### src/rtl/fibo_stream_checker_sat_counter.sv
// rtl/fibo_stream_checker_sat_counter.sv - saturating event counter with priority clear
module sat_counter #(
    parameter int CNT_W = 16
) (
    input  logic             clk,
    input  logic             rst,
    input  logic             inc,
    input  logic             clr,
    output logic [CNT_W-1:0] count
);

    always_ff @(posedge clk) begin
        if (rst) begin
            count <= '0;
        end else if (clr) begin
            count <= '0;
        end else if (inc && (count != {CNT_W{1'b1}})) begin
            count <= count + 1'b1;
        end
    end

endmodule

### config.mk
export PLATFORM = sky130hd
export DESIGN_NAME = sat_counter
export DESIGN_NICKNAME = d
export VERILOG_FILES = /design/src/rtl/fibo_stream_checker_sat_counter.sv
export SDC_FILE = /design/constraint.sdc
export NUM_CORES = 1
export LEC_CHECK = 0
export CAP_MARGIN = 20
export CORE_MARGIN = 2
export CORE_UTILIZATION = 41
export CTS_BUF_LIST = sky130_fd_sc_hd__clkbuf_16
export DETAILED_ROUTE_END_ITERATION = 8
export PLACE_DENSITY = 0.67
export REMOVE_ABC_BUFFERS = 1
export SYNTH_ARGS = -nofsm -noshare
export SYNTH_HDL_FRONTEND = slang
export SYNTH_SLANG_ARGS = --single-unit
### constraint.sdc
create_clock -name clk -period 1.9 [get_ports clk]
set_input_delay 0.38 -clock clk [delete_from_list [all_inputs] [get_ports clk]]
set_output_delay 0.38 -clock clk [all_outputs]
set_load 0.05 [all_outputs]
==> results of run 1 <==
==> metrics by stage <==
stage	util [%]	setup TNS [ns]	setup slack, ns	hold WS (ns)
5_1_grt	54.7	0	0.0869	0.533
4_1_cts	54.7	0	0.121	0.499
3_5_place_dp	51.0	-0.0544	-0.0268	0.488
2_1_floorplan	-	0	0.0693	0.559
6_report	54.7	0	0.127	0.494
3_3_place_gp	51.0	0	0.0206	0.480
==> power breakdown <==
group	switching [mW]	internal, mW
sequential	0.00200	0.338
combinational	0.0211	0.0192
clock	0.135	0.279
total	0.158	0.636
==> cell families (layout without fill, tap and decap cells) <==
kind of cell,count (synthesis),count (layout),synth area share (%)
flip-flops,16,16,34.9
AND/OR/NAND/NOR,46,46,31.5
multiplexers,6,6,6.55
AO/OA/AOI/OAI,27,27,20.6
adder cells (fa/ha/maj),1,1,1.36
buffers and inverters,6,30,5.05
==> per-layer routing <==
metal	vias up	routed length (um)	part of all wire, %
li1	442	-	-
met1	405	985	48
met2	19	931	46
met3	5	91	4.5
met4	0	31	1.5
met5	-	0	0
==> final timing paths <==
check	slack [ns]	cells after the start	startpoint	to
max	0.13	1	count[6]	count[6]
min	0.49	2	count[5]	count[5]
max reg2reg	0.32	5	count[1]	count[12]
min reg2reg	0.49	2	count[5]	count[5]
==> layout make-up <==
| type | count | area share [%] |
|---|---|---|
| clock buffers | 3 | 6.33 |
| clock inverters | 1 | 0.316 |
| inverters | 1 | 0.316 |
| multi-input cells | 80 | 46.4 |
| flip-flops and latches | 16 | 27.0 |
| well taps | 28 | 2.95 |
| repair buffers | 25 | 16.7 |
==> placed cells by master (no fill, tap or decap) <==
cell / n
sky130_fd_sc_hd__o2111ai_1: 1
sky130_fd_sc_hd__a41o_1: 1
sky130_fd_sc_hd__o21ai_1: 2
sky130_fd_sc_hd__clkbuf_16: 3
sky130_fd_sc_hd__and3_4: 2
sky130_fd_sc_hd__clkinv_1: 1
sky130_fd_sc_hd__and2_1: 2
sky130_fd_sc_hd__clkdlybuf4s50_1: 4
sky130_fd_sc_hd__nand4_1: 3
sky130_fd_sc_hd__ha_1: 1
sky130_fd_sc_hd__or2_1: 1
sky130_fd_sc_hd__inv_1: 1
sky130_fd_sc_hd__dfxtp_1: 16
sky130_fd_sc_hd__and3_1: 3
sky130_fd_sc_hd__nor3_4: 1
sky130_fd_sc_hd__nand2_1: 13
sky130_fd_sc_hd__a31oi_1: 4
sky130_fd_sc_hd__mux2i_1: 6
sky130_fd_sc_hd__nor3_1: 2
sky130_fd_sc_hd__or3_1: 4
sky130_fd_sc_hd__buf_4: 21
sky130_fd_sc_hd__a2111o_1: 2
sky130_fd_sc_hd__nor2_1: 2
sky130_fd_sc_hd__a21oi_1: 6
sky130_fd_sc_hd__a211oi_1: 3
sky130_fd_sc_hd__and4_4: 1
sky130_fd_sc_hd__nand4_4: 1
sky130_fd_sc_hd__and3_2: 1
sky130_fd_sc_hd__and2_2: 2
sky130_fd_sc_hd__a311oi_1: 1
sky130_fd_sc_hd__a211oi_2: 1
sky130_fd_sc_hd__or3_2: 3
sky130_fd_sc_hd__nand3_1: 5
sky130_fd_sc_hd__a21boi_0: 1
sky130_fd_sc_hd__o2111a_1: 1
sky130_fd_sc_hd__o21ai_0: 4
==> impl_metrics.tcl, run 1 <==
set metrics [dict create \
    nNetsFinal 132 \
    postCtsResizedCells 0 \
    synthDominantCellAreaShare_pct 34.9 \
    cp_max_fo 3 \
    gr-usage-met2_pct 30.5 \
    totalWireLength_mm 2.04 \
    portBuffers 19 \
    vias_in_the_first_global_route 822 \
    ys_seq_area_share_pct 34.9 \
    die_width_um 51.3 \
    critical_path_buf_inv_count 1 \
    power_density_mw_per_mm2 670 \
    startpoint_type "flop" \
    synth.area.top_cells "sky130_fd_sc_hd__dfxtp_1 (35%), sky130_fd_sc_hd__mux2i_1 (6.5%), sky130_fd_sc_hd__nand2_1 (5.3%), sky130_fd_sc_hd__a21oi_1 (3.3%), sky130_fd_sc_hd__a31oi_1 (2.7%)" \
    start_util_pct 42.3 \
    final_cycle_utilization_of_the_critical_path_pct 93.3 \
    avgSynthCellArea_um2 8.99 \
    route.vias.total 871 \
    grt.total_usage_pct 17.6 \
    boundaryPins 20 \
    maxCapViolCount 0 \
    syn_inst 102 \
    clk-insertion-delay-late_ns 0.25 \
    ys_top_cells_by_count "sky130_fd_sc_hd__dfxtp_1 (16), sky130_fd_sc_hd__nand2_1 (13), sky130_fd_sc_hd__a21oi_1 (6), sky130_fd_sc_hd__mux2i_1 (6), sky130_fd_sc_hd__nand3_1 (5)" \
    viasPerCell 5.66 \
    finClkSkew_ns 0.00317 \
    cp_slowest_stage_delay_ns 0.80 \
    grt.met3_usage_pct 3.51 \
    path_clk_slew_ns 0.05 \
    globalRouteMet1Util_pct 21.2 \
    top_register "count" \
    edff_count_synth 0 \
    cts_setup_buffers 0 \
    grt_start_max_net_pins 13 \
    dominantRegCellSynth "sky130_fd_sc_hd__dfxtp_1" \
    grt_setup_unrepaired "false" \
    largest_register_ffs 16 \
    power.ir.vdd_worst_mv 0.335 \
    clock_sink_count 16 \
    post_synth_num_cell_types 36 \
    max-clock-path-buffers 2 \
    slew_violations 0 \
    drive_above_1_share_pct 28.6 \
    yosys.area.top_type "sky130_fd_sc_hd__dfxtp_1" \
    crit_path_cell_trace "clkdlybuf4s50_1" \
    finalWeightedCongestion 0.774 \
    antenna_cells 0 \
    worst_slew_margin_relative_to_its_limit_pct 67.4 \
    grt_pass1_wl_mm 3.55 \
    netlist_area_um2 917 \
    worstPathRequired_ns 1.52 \
    final_cell_count_no_fill 154 \
    critical_path.slowest_cell "sky130_fd_sc_hd__clkdlybuf4s50_1" \
    cts-hold-fix-buffers 0 \
    cts_root_buffer "sky130_fd_sc_hd__clkbuf_16" \
    tritoncts "built" \
    drt_iter0_drc 5 \
    timing.critical_path.max_delay_family "buffers and inverters" \
    initial_antenna_violation_count 0 \
    finalWorstPathRequiredPeriod_ns 1.77 \
    max_slew.worst_pin.slew_ns 0.488 \
    place.detailed.hpwl_mm 1.50 \
    synth.ff_latch_count 16 \
    drtPass1Iterations 4 \
    kind_of_end_point_of_the_critical_path "output pin" \
    asyncSetResetFlopFracSynth_pct 0 \
    placedCellCount 150 \
    post_drt_wl_per_cell_um 13.2 \
    min-delay-path-class "reg -> reg" \
    finalHoldViolations 0 \
    achievable-frequency_mhz 564 \
    gr-total-overflow 0 \
    numCtsBuffers 3 \
    drt.antenna.violating_nets 0 \
    die_area_mm2 0.00263 \
    regArea_um2 320 \
    fillers 227 \
    biggestRegsByFlops "count x16" \
    multiInputGateArea_um2 551 \
    drc_errors 0 \
    rows 17 \
    most_instantiated_library_cell_after_synthesis "sky130_fd_sc_hd__dfxtp_1" \
    stdcell_area_mm2 0.00119 \
    leakage_nw 0.468 \
    die_y_um 51.3 \
    status "completed" \
    worstPathArrival_ns 1.39 \
    cts-htree-levels 1 \
    placed_cell_area_mm2 0.00111 \
    critical_path_class "reg -> out" \
    layout-area-overhead-vs-synth_pct 29.3 \
    yosysWarningCount 0 \
    placeable_core_area_mm2 0.00217 \
    totalPowerFinal_mw 0.794 \
    grt.busiest_layer "met2" \
    setup-violations-final 0 \
]
(Power assumes the default switching activity.)
==> run 2, diff against run 1 <==
- CELL_PAD_IN_SITES_DETAIL_PLACEMENT: not set -> 1
- CELL_PAD_IN_SITES_GLOBAL_PLACEMENT: not set -> 1
- CORE_UTILIZATION: 41 -> 36
- PLACE_DENSITY: 0.67 -> not set
- PLACE_DENSITY_LB_ADDON: not set -> 0.1
==> run 2 against run 1 <==
Count of clock-buffer cells in the layout unchanged. Register-to-register slack worse by 0.02 ns. Worst setup slack worse by 0.018 ns. Final cell count up 3.2%. Largest cell class unchanged. Highest routed layer unchanged.
==> impl_metrics.tcl, run 2 (synthesized netlist as in run 1, its figures left out) <==
set metrics [dict create \
    max-clock-path-buffers 2 \
    cp_max_fo 3 \
    timing.critical_path.max_delay_family "buffers and inverters" \
    boundaryPins 20 \
    drive_above_1_share_pct 30.2 \
    number_of_stages_on_the_worst_setup_path 1 \
    drtPass1Iterations 4 \
    worstReg2RegStart "count[1]" \
    power.share.sequential_pct 42.3 \
    endpoint_of_the_worst_slack_reg_to_reg_timing_path "count[12]" \
    max_slew.worst_pin.slew_ns 0.503 \
    numCtsBuffers 3 \
    start_util_pct 37.4 \
    finalWorstPathRequiredPeriod_ns 1.79 \
    finalHoldViolations 0 \
    antenna_cells 0 \
    final.setup.tns_ns 0 \
    path_clk_slew_ns 0.05 \
    viasPerCell 5.47 \
    worstPathRequired_ns 1.52 \
    finClkSkew_ns 0.00327 \
    slew_violations 0 \
    clk-insertion-delay-late_ns 0.25 \
    drt_iter0_drc 8 \
    grt.total_usage_pct 18.4 \
    whs_endpoint "count[5]" \
    totalPowerFinal_mw 0.800 \
    setup-violations-final 0 \
    power.internal_mw 0.640 \
    biggestRegsByFlops "count x16" \
    grt_setup_unrepaired "false" \
    cp_slowest_stage_delay_ns 0.82 \
    tritoncts "built" \
    drc_errors 0 \
    layout-area-overhead-vs-synth_pct 32.1 \
    min_delay_path_depth 2 \
    power.ir.vdd_worst_mv 0.326 \
    die_area_mm2 0.00297 \
    reg2reg_setup_slack_ns 0.30 \
    nNetsFinal 135 \
    critical_path_buf_inv_count 1 \
    crit_path_cell_trace "clkdlybuf4s50_1" \
    die_y_um 54.5 \
    finalWeightedCongestion 0.763 \
    cts-hold-fix-buffers 0 \
    switching_share_pct 20.0 \
    maxCapViolCount 0 \
    kind_of_end_point_of_the_critical_path "output pin" \
    startpoint_type "flop" \
    grt_start_max_net_pins 12 \
    status "completed" \
    worstPathArrival_ns 1.41 \
    gr-total-overflow 0 \
    vias_in_the_first_global_route 826 \
    grt_pass1_wl_mm 3.88 \
    placeable_core_area_mm2 0.00245 \
    cts-htree-levels 1 \
    power_frac_comb_pct 5.8 \
    place.detailed.hpwl_mm 1.74 \
    postCtsResizedCells 0 \
    cts_setup_buffers 0 \
    die_width_um 54.5 \
    final_cycle_utilization_of_the_critical_path_pct 94.3 \
    cts_root_buffer "sky130_fd_sc_hd__clkbuf_16" \
    totalWireLength_mm 2.29 \
    critical_path_class "reg -> out" \
    min-delay-path-class "reg -> reg" \
    largest_register_ffs 16 \
    critical_path.slowest_cell "sky130_fd_sc_hd__clkdlybuf4s50_1" \
    leakage_nw 0.483 \
    clock_power_share_pct 51.9 \
    top_register "count" \
    rows 18 \
    power_density_mw_per_mm2 660 \
    worst_slew_margin_relative_to_its_limit_pct 66.3 \
    clock_sink_count 16 \
    holdCritStartpoint "count[5]" \
    most_frequent_cells_in_the_layout "sky130_fd_sc_hd__buf_4 (24), sky130_fd_sc_hd__dfxtp_1 (16), sky130_fd_sc_hd__nand2_1 (13)" \
    post_drt_wl_per_cell_um 14.4 \
    p_sw_mw 0.160 \
    r2r_cells 5 \
    route.vias.total 869 \
    initial_antenna_violation_count 0 \
    drt.antenna.violating_nets 0 \
    achievable-frequency_mhz 558 \
    portBuffers 19 \
    most_frequent_standard_cell_in_the_layout_excluding_fill_and_tap_cells "sky130_fd_sc_hd__buf_4" \
]
==> run 2: cell count changes in the layout (fill, tap and decap cells not counted) <==
cell,before,now
sky130_fd_sc_hd__buf_4,21,24
==> run 2: final cells by class <==
type,count,area [um^2]
tap,30,37.5
sequential,16,320
fill,303,1240
clock inverter,1,3.75
clock buffer,3,75.1
timing repair buffer,28,220
inverter,1,3.75
multi-input combinational,80,551
==> run 2: per-layer routing <==
layer	track usage, %	vias up	wire [um]
met2	29.1	11	1080
met5	0	-	0
met3	3.28	2	71
li1	-	448	-
met4	8.75	0	29
met1	24.0	408	1110
==> run 2: worst max-delay path by stage <==
stage                  start         to  slack (ns)
floorplan           count[0]  count[10]        0.07
global placement         inc   count[9]        0.04
detailed placement       inc  count[11]       -0.01
CTS                 count[6]   count[6]        0.10
global route        count[6]   count[6]        0.07
finish              count[6]   count[6]        0.11
==> run 2: metrics by stage <==
step	area (um^2)	cells	worst slack, ns	hold slack, ns	utilization (%)
after floorplan	875	97	0.0693	0.559	-
after global placement	1130	155	0.0435	0.476	46.1
after global routing	1210	159	0.0674	0.518	49.3
final	1210	159	0.109	0.497	49.3
after detailed placement	1130	155	-0.0130	0.493	46.1
after CTS	1210	159	0.103	0.500	49.3
==> run 2: power groups by stage <==
| stage | clock (mW) | sequential [mW] | combinational (mW) |
|---|---|---|---|
| after global routing | 0.438 | 0.338 | 0.0506 |
| after floorplan | 0 | 0.351 | 0.0133 |
| after global placement | 0 | 0.345 | 0.0462 |
| final | 0.415 | 0.338 | 0.0460 |
| after detailed placement | 0 | 0.345 | 0.0466 |
| after CTS | 0.423 | 0.338 | 0.0466 |
